--- src/rtl/uart_rx_frame_ctrl.sv ---
// uart_rx_frame_ctrl: parametrised UART receive frame controller.
// Oversampled start/data/parity/stop decode with 3-sample majority vote.
module uart_rx_frame_ctrl #(
  parameter int DATA_WIDTH     = 8,
  parameter int PRESCALE_WIDTH = 6,
  parameter int LEN_WIDTH      = 4
) (
  input  logic                      clk,
  input  logic                      rst,
  input  logic                      RX_IN,
  input  logic [PRESCALE_WIDTH-1:0] Prescale,
  input  logic [LEN_WIDTH-1:0]      data_len,
  input  logic                      par_en,
  input  logic                      par_type,
  input  logic                      stop2,
  output logic [DATA_WIDTH-1:0]     rx_data,
  output logic                      data_valid,
  output logic                      par_err,
  output logic                      frm_err,
  output logic                      break_det,
  output logic                      busy
);

  localparam logic [2:0] IDLE   = 3'd0;
  localparam logic [2:0] START  = 3'd1;
  localparam logic [2:0] DATA   = 3'd2;
  localparam logic [2:0] PARITY = 3'd3;
  localparam logic [2:0] STOP   = 3'd4;

  localparam logic [PRESCALE_WIDTH-1:0] P_MIN =
    PRESCALE_WIDTH'(4);
  localparam logic [LEN_WIDTH-1:0] L_MIN = LEN_WIDTH'(5);
  localparam logic [LEN_WIDTH-1:0] L_MAX =
    LEN_WIDTH'(DATA_WIDTH);

  logic [2:0]                state;
  logic [PRESCALE_WIDTH-1:0] ec;
  logic [PRESCALE_WIDTH-1:0] p_q;
  logic [PRESCALE_WIDTH-1:0] p_in;
  logic [PRESCALE_WIDTH-1:0] h;
  logic [LEN_WIDTH-1:0]      bc;
  logic [LEN_WIDTH-1:0]      len_q;
  logic [LEN_WIDTH-1:0]      len_in;
  logic                      pen_q;
  logic                      pty_q;
  logic                      st2_q;
  logic                      s0;
  logic                      s1;
  logic                      vote_q;
  logic                      vote;
  logic [DATA_WIDTH-1:0]     shreg;
  logic                      pxor;
  logic                      allz;
  logic                      perr;
  logic                      ferr;
  logic                      sc;
  logic                      bit_end;
  logic                      last_stop;
  logic                      go;
  logic                      ferr_n;
  logic                      brk_n;

  assign p_in = (Prescale < P_MIN) ? P_MIN : Prescale;
  assign len_in =
    (data_len < L_MIN || data_len > L_MAX) ? L_MAX : data_len;
  assign h = p_q >> 1;
  assign bit_end = (ec == p_q - 1'b1);
  // with P=4 the third sample lands on the bit end itself
  assign vote = (ec == h + 1'b1)
    ? ((s0 & s1) | (s0 & RX_IN) | (s1 & RX_IN))
    : vote_q;
  assign last_stop = !st2_q || sc;
  assign ferr_n = ferr | ~vote;
  assign brk_n = sc ? allz : (allz & ~vote);
  assign go = (state == IDLE && !RX_IN) ||
    (state == STOP && bit_end && last_stop && !RX_IN);
  assign busy = (state != IDLE);

  // frame configuration captured on every entry to START
  always_ff @(posedge clk or negedge rst) begin
    if (!rst) begin
      p_q   <= '0;
      len_q <= '0;
      pen_q <= 1'b0;
      pty_q <= 1'b0;
      st2_q <= 1'b0;
    end else if (go) begin
      p_q   <= p_in;
      len_q <= len_in;
      pen_q <= par_en;
      pty_q <= par_type;
      st2_q <= stop2;
    end
  end

  // edge counter: 0..P-1 per bit, parked at 0 when idle
  always_ff @(posedge clk or negedge rst) begin
    if (!rst)
      ec <= '0;
    else if (state == IDLE || bit_end)
      ec <= '0;
    else
      ec <= ec + 1'b1;
  end

  // mid-bit samples and registered majority vote
  always_ff @(posedge clk or negedge rst) begin
    if (!rst) begin
      s0     <= 1'b0;
      s1     <= 1'b0;
      vote_q <= 1'b0;
    end else begin
      if (ec == h - 1'b1) s0 <= RX_IN;
      if (ec == h) s1 <= RX_IN;
      if (ec == h + 1'b1) vote_q <= vote;
    end
  end

  // frame FSM, deserialiser, checks and frame-end pulses
  always_ff @(posedge clk or negedge rst) begin
    if (!rst) begin
      state      <= IDLE;
      bc         <= '0;
      shreg      <= '0;
      pxor       <= 1'b0;
      allz       <= 1'b0;
      perr       <= 1'b0;
      ferr       <= 1'b0;
      sc         <= 1'b0;
      rx_data    <= '0;
      data_valid <= 1'b0;
      par_err    <= 1'b0;
      frm_err    <= 1'b0;
      break_det  <= 1'b0;
    end else begin
      data_valid <= 1'b0;
      par_err    <= 1'b0;
      frm_err    <= 1'b0;
      break_det  <= 1'b0;
      if (go) begin
        state <= START;
        bc    <= '0;
        shreg <= '0;
        pxor  <= 1'b0;
        allz  <= 1'b1;
        perr  <= 1'b0;
        ferr  <= 1'b0;
        sc    <= 1'b0;
      end
      unique case (1'b1)
        (state == IDLE): ;
        (state == START):
          if (bit_end) state <= vote ? IDLE : DATA;
        (state == DATA):
          if (bit_end) begin
            shreg <= shreg | (DATA_WIDTH'(vote) << bc);
            pxor  <= pxor ^ vote;
            allz  <= allz & ~vote;
            bc    <= bc + 1'b1;
            if (bc == len_q - 1'b1)
              state <= pen_q ? PARITY : STOP;
          end
        (state == PARITY):
          if (bit_end) begin
            perr  <= vote ^ pxor ^ pty_q;
            allz  <= allz & ~vote;
            state <= STOP;
          end
        (state == STOP):
          if (bit_end) begin
            if (!last_stop) begin
              sc   <= 1'b1;
              ferr <= ferr_n;
              allz <= brk_n;
            end else begin
              if (!perr && !ferr_n) begin
                data_valid <= 1'b1;
                rx_data    <= shreg;
              end else begin
                par_err   <= perr;
                frm_err   <= ferr_n;
                break_det <= brk_n;
              end
              if (RX_IN) state <= IDLE;
            end
          end
        default: state <= IDLE;
      endcase
    end
  end

endmodule

--- config.mk ---
export PLATFORM = sky130hd
export DESIGN_NAME = uart_rx_frame_ctrl
export DESIGN_NICKNAME = d
export VERILOG_FILES = /design/src/rtl/uart_rx_frame_ctrl.sv
export SDC_FILE = /design/constraint.sdc
export NUM_CORES = 1
export LEC_CHECK = 0
export BUFFER_PORTS_ARGS = -buffer_cell sky130_fd_sc_hd__buf_2
export CORE_ASPECT_RATIO = 0.7
export CORE_MARGIN = 3
export CORE_UTILIZATION = 33
export DETAILED_ROUTE_END_ITERATION = 8
export PLACE_DENSITY = 0.46
export SETUP_SLACK_MARGIN = 0.05
export SLEW_MARGIN = 10
export SYNTH_ARGS = -nofsm -noshare
export SYNTH_HDL_FRONTEND = slang
export SYNTH_SLANG_ARGS = --single-unit
export TNS_END_PERCENT = 100
--- constraint.sdc ---
create_clock -name clk -period 6.28 [get_ports clk]
set_input_delay 0.314 -clock clk [delete_from_list [all_inputs] [get_ports clk]]
set_output_delay 0.314 -clock clk [all_outputs]
set_load 0.02 [all_outputs]
### Word level (Yosys, flattened, before mapping)

Cells that the tools add are included.

| operators by class | value |
|---|---|
| add/sub/neg operators | 6 |
| $mul | 0 |
| divide/modulo/power cells | 0 |
| order comparisons | 3 |
| equal/unequal tests | 9 |
| shift-type cells | 1 |
| mux-type cells | 57 |
| bitwise operators | 11 |
| reductions and logical operators | 17 |

Operator list:

| kind | count |
|---|---|
| two-way mux 1 bit | 36 |
| two-way mux 3 bit | 9 |
| two-way mux 8 bit | 3 |
| equality test 6 bit | 3 |
| two-way mux 4 bit | 4 |
| one-hot mux 3 bit (5 select lines) | 1 |
| two-way mux 6 bit | 2 |
| OR 8 bit | 1 |
| << shifter 1 x 4 -> 8 bit | 1 |
| adder 5 x 1 -> 6 bit (second input constant) | 1 |
| adder 6 x 1 -> 6 bit (second input constant) | 1 |
| equality test 3 x 2 -> 1 bit (second input constant) | 2 |
| equality test 6 x 5 -> 1 bit | 1 |
| less-than comparator 6 x 3 -> 1 bit (second input constant) | 1 |
| subtractor 5 x 1 -> 6 bit (second input constant) | 1 |
| subtractor 6 x 1 -> 6 bit (second input constant) | 1 |
| logical AND 1 bit | 5 |
| adder 4 x 1 -> 4 bit (second input constant) | 1 |
| bitwise AND 1 bit | 4 |
| equality test 4 bit | 1 |
| greater-than comparator 4 bit (second input constant) | 1 |
| zero test 1 bit | 4 |
| logical OR 1 bit | 4 |
| less-than comparator 4 x 3 -> 1 bit (second input constant) | 1 |
| other kinds (12) | 15 |

| word-level totals | value |
|---|---|
| register bits | 54 |
| latch bits | 0 |
| memory bits (writable) | 0 |
| memory bits (read-only) | 0 |
| input bits | 16 |
| output and inout port bits | 13 |
| memories | 0 |

### Logic depth before layout (Yosys ltp)

| logic depth | value |
|---|---|
| depth after elaboration | 12 |
| gate-level depth with buffers | 11 |
| mapped depth without buffers | 9 |

### Worst setup path before layout

OpenSTA, ideal clock, no wires.

| timing path | value |
|---|---|
| path type | flip-flop to flip-flop |
| start point | register p_q[2] |
| end point | register rx_data[0] |
| arrival time | 2.311 ns |
| data required time | 6.155 ns |
| path slack | 3.844 ns |
| cell stages (with the launch flop) | 9 |
| clock period less this slack | 2.436 ns |
| path through | dfrtp_1 > buf_2 > inv_1 > ha_1 > xor2_1 > nor4_2 > mux2i_1 > nor4b_4 > mux2_2 |

| on the way | value |
|---|---|
| cells in the longest elaborated chain, start to end | 8 |
| elaborated cells between the ends (all ways) | 10 |

Ends and longest elaborated chain:

| element | RTL line | RTL |
|---|---|---|
| start, declared | 38 | `logic [PRESCALE_WIDTH-1:0] p_q;` |
| start signal, assigned | 88 | `p_q <= p_in;` |
| adder 5 x 1 -> 6 bit | 69 | `assign vote = (ec == h + 1'b1)` |
| equality test 6 bit | 69 |  |
| two-way mux 1 bit | 70 | `? ((s0 & s1) \| (s0 & RX_IN) \| (s1 & RX_IN))` |
| NOT 1 bit | 73 | `assign ferr_n = ferr \| ~vote;` |
| OR 1 bit | 73 |  |
| zero test 1 bit | 176 | `if (!perr && !ferr_n) begin` |
| logical AND 1 bit | 176 |  |
| AND reduction 4 bit (no line) * | - |  |
| end signal, assigned | 178 | `rx_data <= shreg;` |
| end, declared | 16 | `output logic [DATA_WIDTH-1:0] rx_data,` |

Mark *: on every way between the ends. The rest lies on a longest branch, timed or not.
A chain may end at the register's enable or synchronous reset.

### Final worst setup path

| timing path | value |
|---|---|
| start point | register p_q[2] |
| end point | register rx_data[3] |

The elaborated chain is that of the path after synthesis.

==> flow_summary.yaml <==
global_route:
  grt_usage: 0.136
  grt_pass1_vias: 1860
  grt_pass1_wl_mm: 10.3
  antenna_found_initial: 0
  grt.overflow.total: 0
  grt_max_degree: 55
synthesis:
  synth_top_family_by_area: "simple AND/OR/NAND/NOR gates"
  ys_top_cells_by_count: "dfrtp_1 (54), nand2_1 (23), nor2_1 (19)"
  ys_warn_count: 0
  postSynthAreaPerCell_sq_um: 10.5
  synth_edf_count: 0
  yosysTopAreaCellShare: 0.482
  synth.distinct_cells: 46
  syn_nets: 289
  muxShareOfSynthArea: 0.0825
  syn_area_sq_um: 2810
  synth_area_leaders: "dfrtp_1 (48%), mux2_2 (6.8%), xnor2_1 (5.3%)"
  async_flop_share: 1.00
  synth_compound_area_frac: 0.0999
  yosysTopAreaCell: "dfrtp_1"
  synthSimpleGateAreaFrac: 0.163
  synth_most_common_cell: "dfrtp_1"
  synth_seq_area_share: 0.482
  synthXorXnorAreaFrac: 0.0995
  synthAdderAreaFrac: 0.0348
  synth_cells: 266
  synth_ff_type: "dfrtp_1"
  synth_seq_cells: 54
cells_and_area:
  fill_cells: 810
  multiInputGateArea_sq_um: 1350
  nNetsFinal: 316
  regArea_sq_um: 1350
  syn_to_final_growth_pct: 15.4
  drive_gt1_frac: 0.211
  fin_area_sq_um: 3240
  diodes: 0
power:
  ir_drop_v: 0.000174
  total_power_mw: 1.48
  power_leakage_nw: 1.49
  powerDensity_nw_per_um2: 456
die:
  core_sq_um: 8070
  ios: 29
  initial_core_util: 0.347
  rows: 27
  die-area_sq_um: 9660
  fp.dieH_um: 83.1
  die_w_um: 116
placement:
  place_congestion: 0.815
  placed_area_sq_um: 3040
  port_buffers: 28
  pre_cts_ws_ns: 3.01
  dpl.hpwl_mm: 4.41
setup_path:
  r2r-start: "p_q[2]$_DFFE_PN0P_"
  crit_chain: "inv_1 > ha_1 > a311oi_1 > o221ai_1 > a21oi_1 > nor4b_4 > mux2_2"
  rrSetupSlack_ns: 3.01
  cp-start-kind: "register"
  r2r-end: "rx_data[3]$_DFFE_PN0P_"
  cp_slowest_cell: "a21oi_1"
  crit_path_end_kind: "register"
  reg2reg_depth: 7
  critPathMaxFanout: 12
  path_class: "register to register"
  crit_arrival_ns: 3.45
  critical_path_required_ns: 6.46
  slowest_delay_ns: 0.70
route:
  drc: 0
  vias: 1949
  drt_first_pass_iters: 4
  routed_wl_mm: 6.08
  vias_per_cell: 4.93
  wl_per_cell_um: 15.4
  ant_nets: 0
  first_iter_violations: 72
sta:
  fin_ws_ns: 3.01
  hold_violations: 0
  slew_viol_final: 0
  skew_ns: 0.00495
  fmax_mhz: 306
  fin_setup_tns_ns: 0
  max_slew_margin: 0.418
  min_period_over_period: 0.520
  fin_crit_ns: 3.27
  rsz0062_at_grt: "no"
  setup_viol: 0
  tightest_slew_ns: 0.874
clock_network:
  cts_sinks: 54
  numCtsBuffers: 5
  tritoncts: "built"
  clk_pin_slew_ns: 0.07
  post_cts_resize_count: 0
  hold_buffers: 0
  post_cts_buffers: 0
  clock_path_buffers: 2
  cts_htree_levels: 2
  clk_latency_ns: 0.29
  cts-root-buf: "clkbuf_16"
hold_path:
  min_path_type: "input pin to asynchronous set/reset pin"
run:
  cap_violations: 0
outcome:
  status: "completed"
-- logic make-up (layout without fill, tap and decap cells) --
family,count (synthesis),count (layout)
flip-flops,54,54
multiplexers,21,21
AO/OA/AOI/OAI,42,42
adder cells (fa/ha/maj),8,8
XOR/XNOR,31,31
buffers and inverters,24,52
AND/OR/NAND/NOR,86,86
-- routing by layer --
metal,part of all wire,global-route usage
met2,0.37,0.167
met3,0.030,0.0350
met5,0,0
met1,0.59,0.227
met4,0.0038,0.0348
-- flip-flops by register name (all words and copies together) (netlist names) --
register / cells
break_det: 1
allz: 1
s0: 1
pxor: 1
data_valid: 1
sc: 1
len_q: 4
p_q: 6
rx_data: 8
perr: 1
bc: 4
vote_q: 1
pen_q: 1
pty_q: 1
ec: 6
state: 3
frm_err: 1
shreg: 8
ferr: 1
s1: 1
st2_q: 1
par_err: 1
-- through the flow --
| stage | std cells | hold slack (ns) | util |
|---|---|---|---|
| final | 395 | 0.134 | 0.401 |
| after global routing | 395 | 0.200 | 0.401 |
| after CTS | 395 | 0.190 | 0.401 |
| after detailed placement | 387 | 0.491 | 0.376 |
| after global placement | 387 | 0.485 | 0.376 |
| after floorplan | 266 | 0.0184 | - |
-- report_power, final --
group	internal (mW)	total (mW)	leakage (nW)	switching, mW
registers	0.430	0.554	0.707	0.124
clock network	0.239	0.364	0.0971	0.125
logic	0.255	0.558	0.687	0.302
total	0.925	1.48	1.49	0.551
-- critical path, delay by kind of cell, from the launching register on --
kind                     cells  cell delay (ns)
AO/OA/AOI/OAI                3             1.13
adder cells (fa/ha/maj)      1             0.29
buffers and inverters        1             0.16
flip-flops                   1             0.50
multiplexers                 1             0.40
AND/OR/NAND/NOR              1             0.66
-- worst max path at each step --
stage / slack [ns] / start / cells after the start / to
detailed placement: 3.01 / p_q[2]$_DFFE_PN0P_ / 8 / rx_data[3]$_DFFE_PN0P_
global route: 2.70 / p_q[1]$_DFFE_PN0P_ / 8 / shreg[3]$_DFF_PN0_
global placement: 3.08 / p_q[1]$_DFFE_PN0P_ / 7 / rx_data[4]$_DFFE_PN0P_
floorplan: 3.84 / p_q[2]$_DFFE_PN0P_ / 8 / rx_data[0]$_DFFE_PN0P_
finish: 3.01 / p_q[2]$_DFFE_PN0P_ / 7 / rx_data[3]$_DFFE_PN0P_
CTS: 3.00 / p_q[2]$_DFFE_PN0P_ / 8 / rx_data[5]$_DFFE_PN0P_
-- final cells by class --
cell class / instances / area share
tap: 101 / 0.0390
timing repair buffer: 31 / 0.0503
inverter: 13 / 0.0151
sequential: 54 / 0.417
clock inverter: 2 / 0.0186
multi-input combinational: 188 / 0.417
clock buffer: 6 / 0.0429
-- placed cells by master (no fill, tap or decap), types with 3 or more instances in the layout --
cell type	n
nand3_1	9
nor3b_1	4
nor3_1	8
mux2i_1	4
dfrtp_1	54
nand2_1	23
nand4_1	5
a21oi_1	6
nor2b_1	3
mux2_2	17
ha_1	7
inv_1	13
nor2_1	19
xor2_1	13
a22o_1	8
o21ai_0	14
buf_4	3
xnor2_1	17
clkbuf_16	5
buf_2	28
Note: power is estimated with default switching activity, not from simulation.
